[src/rtl/qpu_exu_alu_dpath_arb_if.sv]
// Request/select/response bundle between the EXU units, the shared ALU datapath and
// the result consumer. The slave modport is the arbiter's view; master is the environment's.
`ifndef QPU_XLEN
`define QPU_XLEN 32
`endif

interface qpu_exu_alu_dpath_arb_if #(
  parameter int XLEN = `QPU_XLEN
);
  logic            flush;
  logic            alu_i_valid;
  logic            alu_i_ready;
  logic            bjp_i_valid;
  logic            bjp_i_ready;
  logic            lsu_i_valid;
  logic            lsu_i_ready;
  logic            qiu_i_valid;
  logic            qiu_i_ready;
  logic            alu_req_alu;
  logic            bjp_req_alu;
  logic            lsu_req_alu;
  logic            qiu_req_alu;
  logic [XLEN-1:0] dpath_res;
  logic            dpath_cmp_res;
  logic            o_valid;
  logic            o_ready;
  logic [XLEN-1:0] o_res;
  logic            o_cmp;
  logic [1:0]      o_id;

  modport slave (
    input  flush,
    input  alu_i_valid, bjp_i_valid, lsu_i_valid, qiu_i_valid,
    output alu_i_ready, bjp_i_ready, lsu_i_ready, qiu_i_ready,
    output alu_req_alu, bjp_req_alu, lsu_req_alu, qiu_req_alu,
    input  dpath_res, dpath_cmp_res,
    output o_valid, o_res, o_cmp, o_id,
    input  o_ready
  );

  modport master (
    output flush,
    output alu_i_valid, bjp_i_valid, lsu_i_valid, qiu_i_valid,
    input  alu_i_ready, bjp_i_ready, lsu_i_ready, qiu_i_ready,
    input  alu_req_alu, bjp_req_alu, lsu_req_alu, qiu_req_alu,
    output dpath_res, dpath_cmp_res,
    input  o_valid, o_res, o_cmp, o_id,
    output o_ready
  );
endinterface

[src/rtl/qpu_exu_alu_dpath_arb.sv]
// Arbiter for the shared EXU ALU datapath: grants one of ALU/BJP/LSU/QIU per cycle,
// drives its datapath select, and registers the result into a one-entry response slot.
module qpu_exu_alu_dpath_arb #(
  parameter int XLEN  = `QPU_XLEN,
  parameter bit RR_EN = 1'b1
) (
  input  logic                         clk,
  input  logic                         rst_n,
  qpu_exu_alu_dpath_arb_if.slave       bus
);

  localparam logic [1:0] ID_BJP = 2'd1;

  logic [3:0]      vld_vec;
  logic [3:0]      gnt_oh;
  logic [1:0]      gnt_id;
  logic            gnt_found;
  logic            can_issue;
  logic            accept;

  logic            o_valid_q, o_valid_d;
  logic [XLEN-1:0] o_res_q,   o_res_d;
  logic            o_cmp_q,   o_cmp_d;
  logic [1:0]      o_id_q,    o_id_d;
  logic [1:0]      ptr_q,     ptr_d;

  assign vld_vec   = {bus.qiu_i_valid, bus.lsu_i_valid, bus.bjp_i_valid, bus.alu_i_valid};
  assign can_issue = (~o_valid_q | bus.o_ready) & ~bus.flush;

  // Search starts at the pointer for round-robin, at ALU for fixed priority.
  always_comb begin
    logic [1:0] idx;
    gnt_found = 1'b0;
    gnt_id    = 2'd0;
    idx       = 2'd0;
    for (int i = 0; i < 4; i++) begin
      idx = RR_EN ? (ptr_q + 2'(i)) : 2'(i);
      if (!gnt_found && vld_vec[idx]) begin
        gnt_found = 1'b1;
        gnt_id    = idx;
      end
    end
  end

  assign accept = gnt_found & can_issue;
  assign gnt_oh = accept ? (4'b0001 << gnt_id) : 4'b0000;

  assign bus.alu_req_alu = gnt_oh[0];
  assign bus.bjp_req_alu = gnt_oh[1];
  assign bus.lsu_req_alu = gnt_oh[2];
  assign bus.qiu_req_alu = gnt_oh[3];
  assign bus.alu_i_ready = gnt_oh[0];
  assign bus.bjp_i_ready = gnt_oh[1];
  assign bus.lsu_i_ready = gnt_oh[2];
  assign bus.qiu_i_ready = gnt_oh[3];

  // Flush dominates both drain and accept; data registers only move on accept.
  always_comb begin
    o_valid_d = o_valid_q;
    o_res_d   = o_res_q;
    o_cmp_d   = o_cmp_q;
    o_id_d    = o_id_q;
    ptr_d     = ptr_q;
    if (bus.flush) begin
      o_valid_d = 1'b0;
    end else if (accept) begin
      o_valid_d = 1'b1;
      o_res_d   = bus.dpath_res;
      o_cmp_d   = (gnt_id == ID_BJP) ? bus.dpath_cmp_res : 1'b0;
      o_id_d    = gnt_id;
      ptr_d     = gnt_id + 2'd1;
    end else if (bus.o_ready) begin
      o_valid_d = 1'b0;
    end
  end

  always_ff @(posedge clk or negedge rst_n) begin
    if (!rst_n) begin
      o_valid_q <= 1'b0;
      o_res_q   <= '0;
      o_cmp_q   <= 1'b0;
      o_id_q    <= 2'd0;
      ptr_q     <= 2'd0;
    end else begin
      o_valid_q <= o_valid_d;
      o_res_q   <= o_res_d;
      o_cmp_q   <= o_cmp_d;
      o_id_q    <= o_id_d;
      ptr_q     <= ptr_d;
    end
  end

  assign bus.o_valid = o_valid_q;
  assign bus.o_res   = o_res_q;
  assign bus.o_cmp   = o_cmp_q;
  assign bus.o_id    = o_id_q;

endmodule

[src/flat_wrapper.sv]
// flat-port wrapper written by rule: the top's interface ports become plain ports
module qpu_exu_alu_dpath_arb_flat 
#(
  parameter int XLEN  = `QPU_XLEN,
  parameter bit RR_EN = 1'b1
)
  (clk, rst_n, bus_flush, bus_alu_i_valid, bus_bjp_i_valid, bus_lsu_i_valid, bus_qiu_i_valid, bus_alu_i_ready, bus_bjp_i_ready, bus_lsu_i_ready, bus_qiu_i_ready, bus_alu_req_alu, bus_bjp_req_alu, bus_lsu_req_alu, bus_qiu_req_alu, bus_dpath_res, bus_dpath_cmp_res, bus_o_valid, bus_o_res, bus_o_cmp, bus_o_id, bus_o_ready);
  qpu_exu_alu_dpath_arb_if #(.XLEN(XLEN)) bus_i ();
  input  logic clk;
  input  logic rst_n;
  input wire logic [$bits(bus_i.flush)-1:0] bus_flush;
  input wire logic [$bits(bus_i.alu_i_valid)-1:0] bus_alu_i_valid;
  input wire logic [$bits(bus_i.bjp_i_valid)-1:0] bus_bjp_i_valid;
  input wire logic [$bits(bus_i.lsu_i_valid)-1:0] bus_lsu_i_valid;
  input wire logic [$bits(bus_i.qiu_i_valid)-1:0] bus_qiu_i_valid;
  output wire logic [$bits(bus_i.alu_i_ready)-1:0] bus_alu_i_ready;
  output wire logic [$bits(bus_i.bjp_i_ready)-1:0] bus_bjp_i_ready;
  output wire logic [$bits(bus_i.lsu_i_ready)-1:0] bus_lsu_i_ready;
  output wire logic [$bits(bus_i.qiu_i_ready)-1:0] bus_qiu_i_ready;
  output wire logic [$bits(bus_i.alu_req_alu)-1:0] bus_alu_req_alu;
  output wire logic [$bits(bus_i.bjp_req_alu)-1:0] bus_bjp_req_alu;
  output wire logic [$bits(bus_i.lsu_req_alu)-1:0] bus_lsu_req_alu;
  output wire logic [$bits(bus_i.qiu_req_alu)-1:0] bus_qiu_req_alu;
  input wire logic [$bits(bus_i.dpath_res)-1:0] bus_dpath_res;
  input wire logic [$bits(bus_i.dpath_cmp_res)-1:0] bus_dpath_cmp_res;
  output wire logic [$bits(bus_i.o_valid)-1:0] bus_o_valid;
  output wire logic [$bits(bus_i.o_res)-1:0] bus_o_res;
  output wire logic [$bits(bus_i.o_cmp)-1:0] bus_o_cmp;
  output wire logic [$bits(bus_i.o_id)-1:0] bus_o_id;
  input wire logic [$bits(bus_i.o_ready)-1:0] bus_o_ready;
  assign bus_i.flush = bus_flush;
  assign bus_i.alu_i_valid = bus_alu_i_valid;
  assign bus_i.bjp_i_valid = bus_bjp_i_valid;
  assign bus_i.lsu_i_valid = bus_lsu_i_valid;
  assign bus_i.qiu_i_valid = bus_qiu_i_valid;
  assign bus_alu_i_ready = bus_i.alu_i_ready;
  assign bus_bjp_i_ready = bus_i.bjp_i_ready;
  assign bus_lsu_i_ready = bus_i.lsu_i_ready;
  assign bus_qiu_i_ready = bus_i.qiu_i_ready;
  assign bus_alu_req_alu = bus_i.alu_req_alu;
  assign bus_bjp_req_alu = bus_i.bjp_req_alu;
  assign bus_lsu_req_alu = bus_i.lsu_req_alu;
  assign bus_qiu_req_alu = bus_i.qiu_req_alu;
  assign bus_i.dpath_res = bus_dpath_res;
  assign bus_i.dpath_cmp_res = bus_dpath_cmp_res;
  assign bus_o_valid = bus_i.o_valid;
  assign bus_o_res = bus_i.o_res;
  assign bus_o_cmp = bus_i.o_cmp;
  assign bus_o_id = bus_i.o_id;
  assign bus_i.o_ready = bus_o_ready;
  qpu_exu_alu_dpath_arb #(.XLEN(XLEN), .RR_EN(RR_EN)) u_core (.clk(clk), .rst_n(rst_n), .bus(bus_i));
endmodule
[config.mk]
export PLATFORM = sky130hd
export DESIGN_NAME = qpu_exu_alu_dpath_arb_flat
export DESIGN_NICKNAME = d
export VERILOG_FILES = /design/src/rtl/qpu_exu_alu_dpath_arb_if.sv /design/src/rtl/qpu_exu_alu_dpath_arb.sv /design/src/flat_wrapper.sv
export SDC_FILE = /design/constraint.sdc
export NUM_CORES = 1
export LEC_CHECK = 0
export ABC_CLOCK_PERIOD_IN_PS = 2200
export BUFFER_PORTS_ARGS = -buffer_cell sky130_fd_sc_hd__buf_2
export CAP_MARGIN = 20
export CELL_PAD_IN_SITES_DETAIL_PLACEMENT = 0
export CELL_PAD_IN_SITES_GLOBAL_PLACEMENT = 2
export CORE_MARGIN = 4
export CORE_UTILIZATION = 29
export DETAILED_ROUTE_END_ITERATION = 16
export MAX_ROUTING_LAYER = met4
export PLACE_DENSITY = 0.86
export SYNTH_ARGS = -nofsm -noshare
export SYNTH_HDL_FRONTEND = slang
export SYNTH_SLANG_ARGS = --single-unit
export TNS_END_PERCENT = 5
[constraint.sdc]
create_clock -name clk -period 2.2 [get_ports clk]
set_clock_uncertainty 0.15 [all_clocks]
set_input_delay 0.11 -clock clk [delete_from_list [all_inputs] [get_ports clk]]
set_output_delay 0.11 -clock clk [all_outputs]
set_load 0.1 [all_outputs]
==> out/results.tsv <==
stage	metric	value	unit
layout	post-route-util	0.488	
logic_synthesis	synth_top_family_by_area	multiplexers	
timing	tns	0	ps
clocking	clock_path_buffers	2	
logic_synthesis	syn_area	1790	um^2
layout	antennaDiodeCount	0	
global_routing	grt_pass1_vias	1503	
timing	drv_slew	0	
layout	fin_area	2910	um^2
layout	layout-drive-gt1-share	0.598	
power	ir_worst_vdd	0.607	mV
job	drv_cap	0	
route	firstDrtPassIters	4	
floorplanning	initial_core_util	0.300	
logic_synthesis	muxShareOfSynthArea	0.256	
route	via_per_inst	4.36	
critical_path	startpoint	u_core.ptr_q[0]	
floorplanning	die_h	86.5	um
route	drtAntennaViolNets	0	
power	power_leakage	1.40	nW
critical_path	rr_worst_depth	4	
logic_synthesis	yosys_warnings	0	
logic_synthesis	syn-num-nets	165	
logic_synthesis	ys_ff_latch	38	
clocking	clock_latency	270	ps
timing	rsz0062_at_grt	yes	
layout	fin_nets	289	
layout	syn_to_final_growth	62.9	%
critical_path	crit_fanout	4	
floorplanning	core	5960	um^2
route	vias	1392	
timing	relSlewSlack	0.628	
critical_path	timing.rr.end	u_core.bus.o_res[15]	
logic_synthesis	yosysTopAreaCell	dfrtp_1	
logic_synthesis	synth_compound_area_frac	0.0575	
critical_path	start_kind	register	
logic_synthesis	synth.distinct_cells	28	
global_routing	grt_max_degree	23	
logic_synthesis	synth.avg_cell_area	14.9	um^2
route	remaining_drc_errors	0	
route	drt_iter0_drc	29	
logic_synthesis	synthSimpleGateAreaFrac	0.0813	
logic_synthesis	synth_top_area_share	0.533	
place	dp_hpwl	3060	um
critical_path	required	1940	ps
layout	seqCellArea	956	um^2
timing	worst_pin_slew	556	ps
clocking	cts_tree	done	
logic_synthesis	netlist_instances	120	
layout	multi_input_area	806	um^2
layout	layout_common_cells	76 x buf_2, 36 x dfrtp_1, 35 x dlygate4sd3_1	
route	totalWireLength	4380	um
layout	fillerInstances	536	
global_routing	overflow	0	
critical_path	reg2reg_slack	440	ps
logic_synthesis	synth_adder_area_share	0.0280	
global_routing	grt_first_pass_wirelength	7060	um
status	status	finished clean	
hold_path	hp-start	bus_o_ready	
clocking	clk_pin_slew	70	ps
critical_path	critPathCaptureType	output pin	
global_routing	antenna_found_initial	0	
logic_synthesis	synth_area_leaders	dfrtp_1 53%, mux2_4 22%, mux2_2 3.8%	
critical_path	endpoint	bus_lsu_i_ready	
timing	period_minus_slack	2190	ps
global_routing	grt.total_usage	0.124	
timing	max_freq	456	MHz
place	placed_area	2430	um^2
clocking	cts_buffers	5	
critical_path	crit_type	register to output pin	
layout	final_common_cell	buf_2	
timing	post-route-period-util	0.997	
floorplanning	ios	85	
hold_path	min_path_type	input port to register	
floorplanning	num_rows	28	
critical_path	arrival	1930	ps
logic_synthesis	synth_xor_area_frac	0	
place	numPortBuffers	84	
place	place_worst_setup_slack	232	ps
timing	setup_viol	0	
timing	worst_slack	6.97	ps
clocking	root_buffer	clkbuf_8	
power	p_per_area	1040	nW/um^2
clocking	clock_sinks	38	
logic_synthesis	yosysSeqAreaShare	0.533	
timing	hold_viol_final	0	
place	place.gp.congestion	0.754	
critical_path	reg2reg_from	u_core.bus.o_valid	
floorplanning	dieArea	7480	um^2
route	avgRoutedWirePerCell	13.7	um
clocking	h-tree-depth	2	
floorplanning	fp.dieW	86.5	um
==> cell families after synthesis <==
family	count (synthesis)
buffers and inverters	11
muxes	32
DFF	38
AOI/OAI and AO/OA	15
adders and majority gates	4
and+or+nand+nor	20
==> synth_stat cells (all sizes together) <==
master and count:
a21o 1, a21oi 3, a311oi 1, a32o 1, a32oi 1, and2 4, buf 7, clkbuf 1
dfrtp 38, ha 4, inv 3, mux2 32, nand2 2, nand2b 2, nor2 1, nor2b 3
nor3 1, nor3b 1, nor4 3, o21a 1, o21ai 3, o31ai 4, or2 1, or3 1
or4 1
==> where the power goes <==
group	switching, W	internal [W]
Sequential	0.0000832	0.000821
Clock	0.000227	0.000217
Combinational	0.00122	0.000464
Total	0.00153	0.00150
==> worst min path at each step <==
stage	endpoint	cells past startpoint	slack, ps
2_1_floorplan	u_core.bus.o_cmp	0	-340
3_3_place_gp	u_core.bus.o_res[25]	1	-40
3_5_place_dp	u_core.bus.o_res[29]	1	-30
4_1_cts	u_core.bus.o_valid	4	30
5_1_grt	u_core.bus.o_valid	4	60
6_report	u_core.bus.o_valid	4	30
==> repair_timing <==
item / 4_1_cts / 5_1_grt
hold buffers: 35 / 0
setup buffers: 0 / 1
endpoints found under the setup margin: 6 / 8
gates resized for setup: 5 / 5
hold endpoints to repair: 54 / 0
gates cloned: 0 / 0
pin swaps: 2 / 1
==> stage by stage <==
step | hold WS (ps) | instances | total power (W)
3_5_place_dp | -32.2 | 276 | 0.00252
3_3_place_gp | -44.2 | 276 | 0.00251
4_1_cts | 25.5 | 318 | 0.00305
5_1_grt | 56.8 | 319 | 0.00317
6_report | 34.8 | 319 | 0.00303
2_1_floorplan | -336 | 120 | 0.00221
==> critical path, cell delays in order, from the launching register on <==
cell	delay, ps
dfrtp_1	420
nor3b_2	200
or4_4	530
ha_2	180
and2_4	170
buf_12	160
==> cell type report <==
cell class / count / area share
Timing Repair Buffer: 125 / 0.330
Multi-Input combinational cell: 71 / 0.277
Inverter: 3 / 0.00387
Clock inverter: 1 / 0.00258
Clock buffer: 6 / 0.0250
Sequential cell: 38 / 0.329
Tap cell: 75 / 0.0323
==> state kept, by name (all words and copies together) (netlist names) <==
register	count
u_core.bus.o_id	2
u_core.bus.o_res	32
u_core.ptr_q	2
u_core.bus.o_valid	1
u_core.bus.o_cmp	1
==> layer usage <==
| metal | track usage | share of wire | routed length [um] | vias to the layer above |
|---|---|---|---|---|
| met5 | - | 0 | 0 | - |
| met4 | 0.0326 | 0.0078 | 34 | 0 |
| met3 | 0.0323 | 0.063 | 278 | 3 |
| met2 | 0.209 | 0.49 | 2150 | 61 |
| met1 | 0.148 | 0.44 | 1920 | 661 |
| li1 | - | - | - | 667 |
Note: power is estimated with default switching activity, not from simulation.
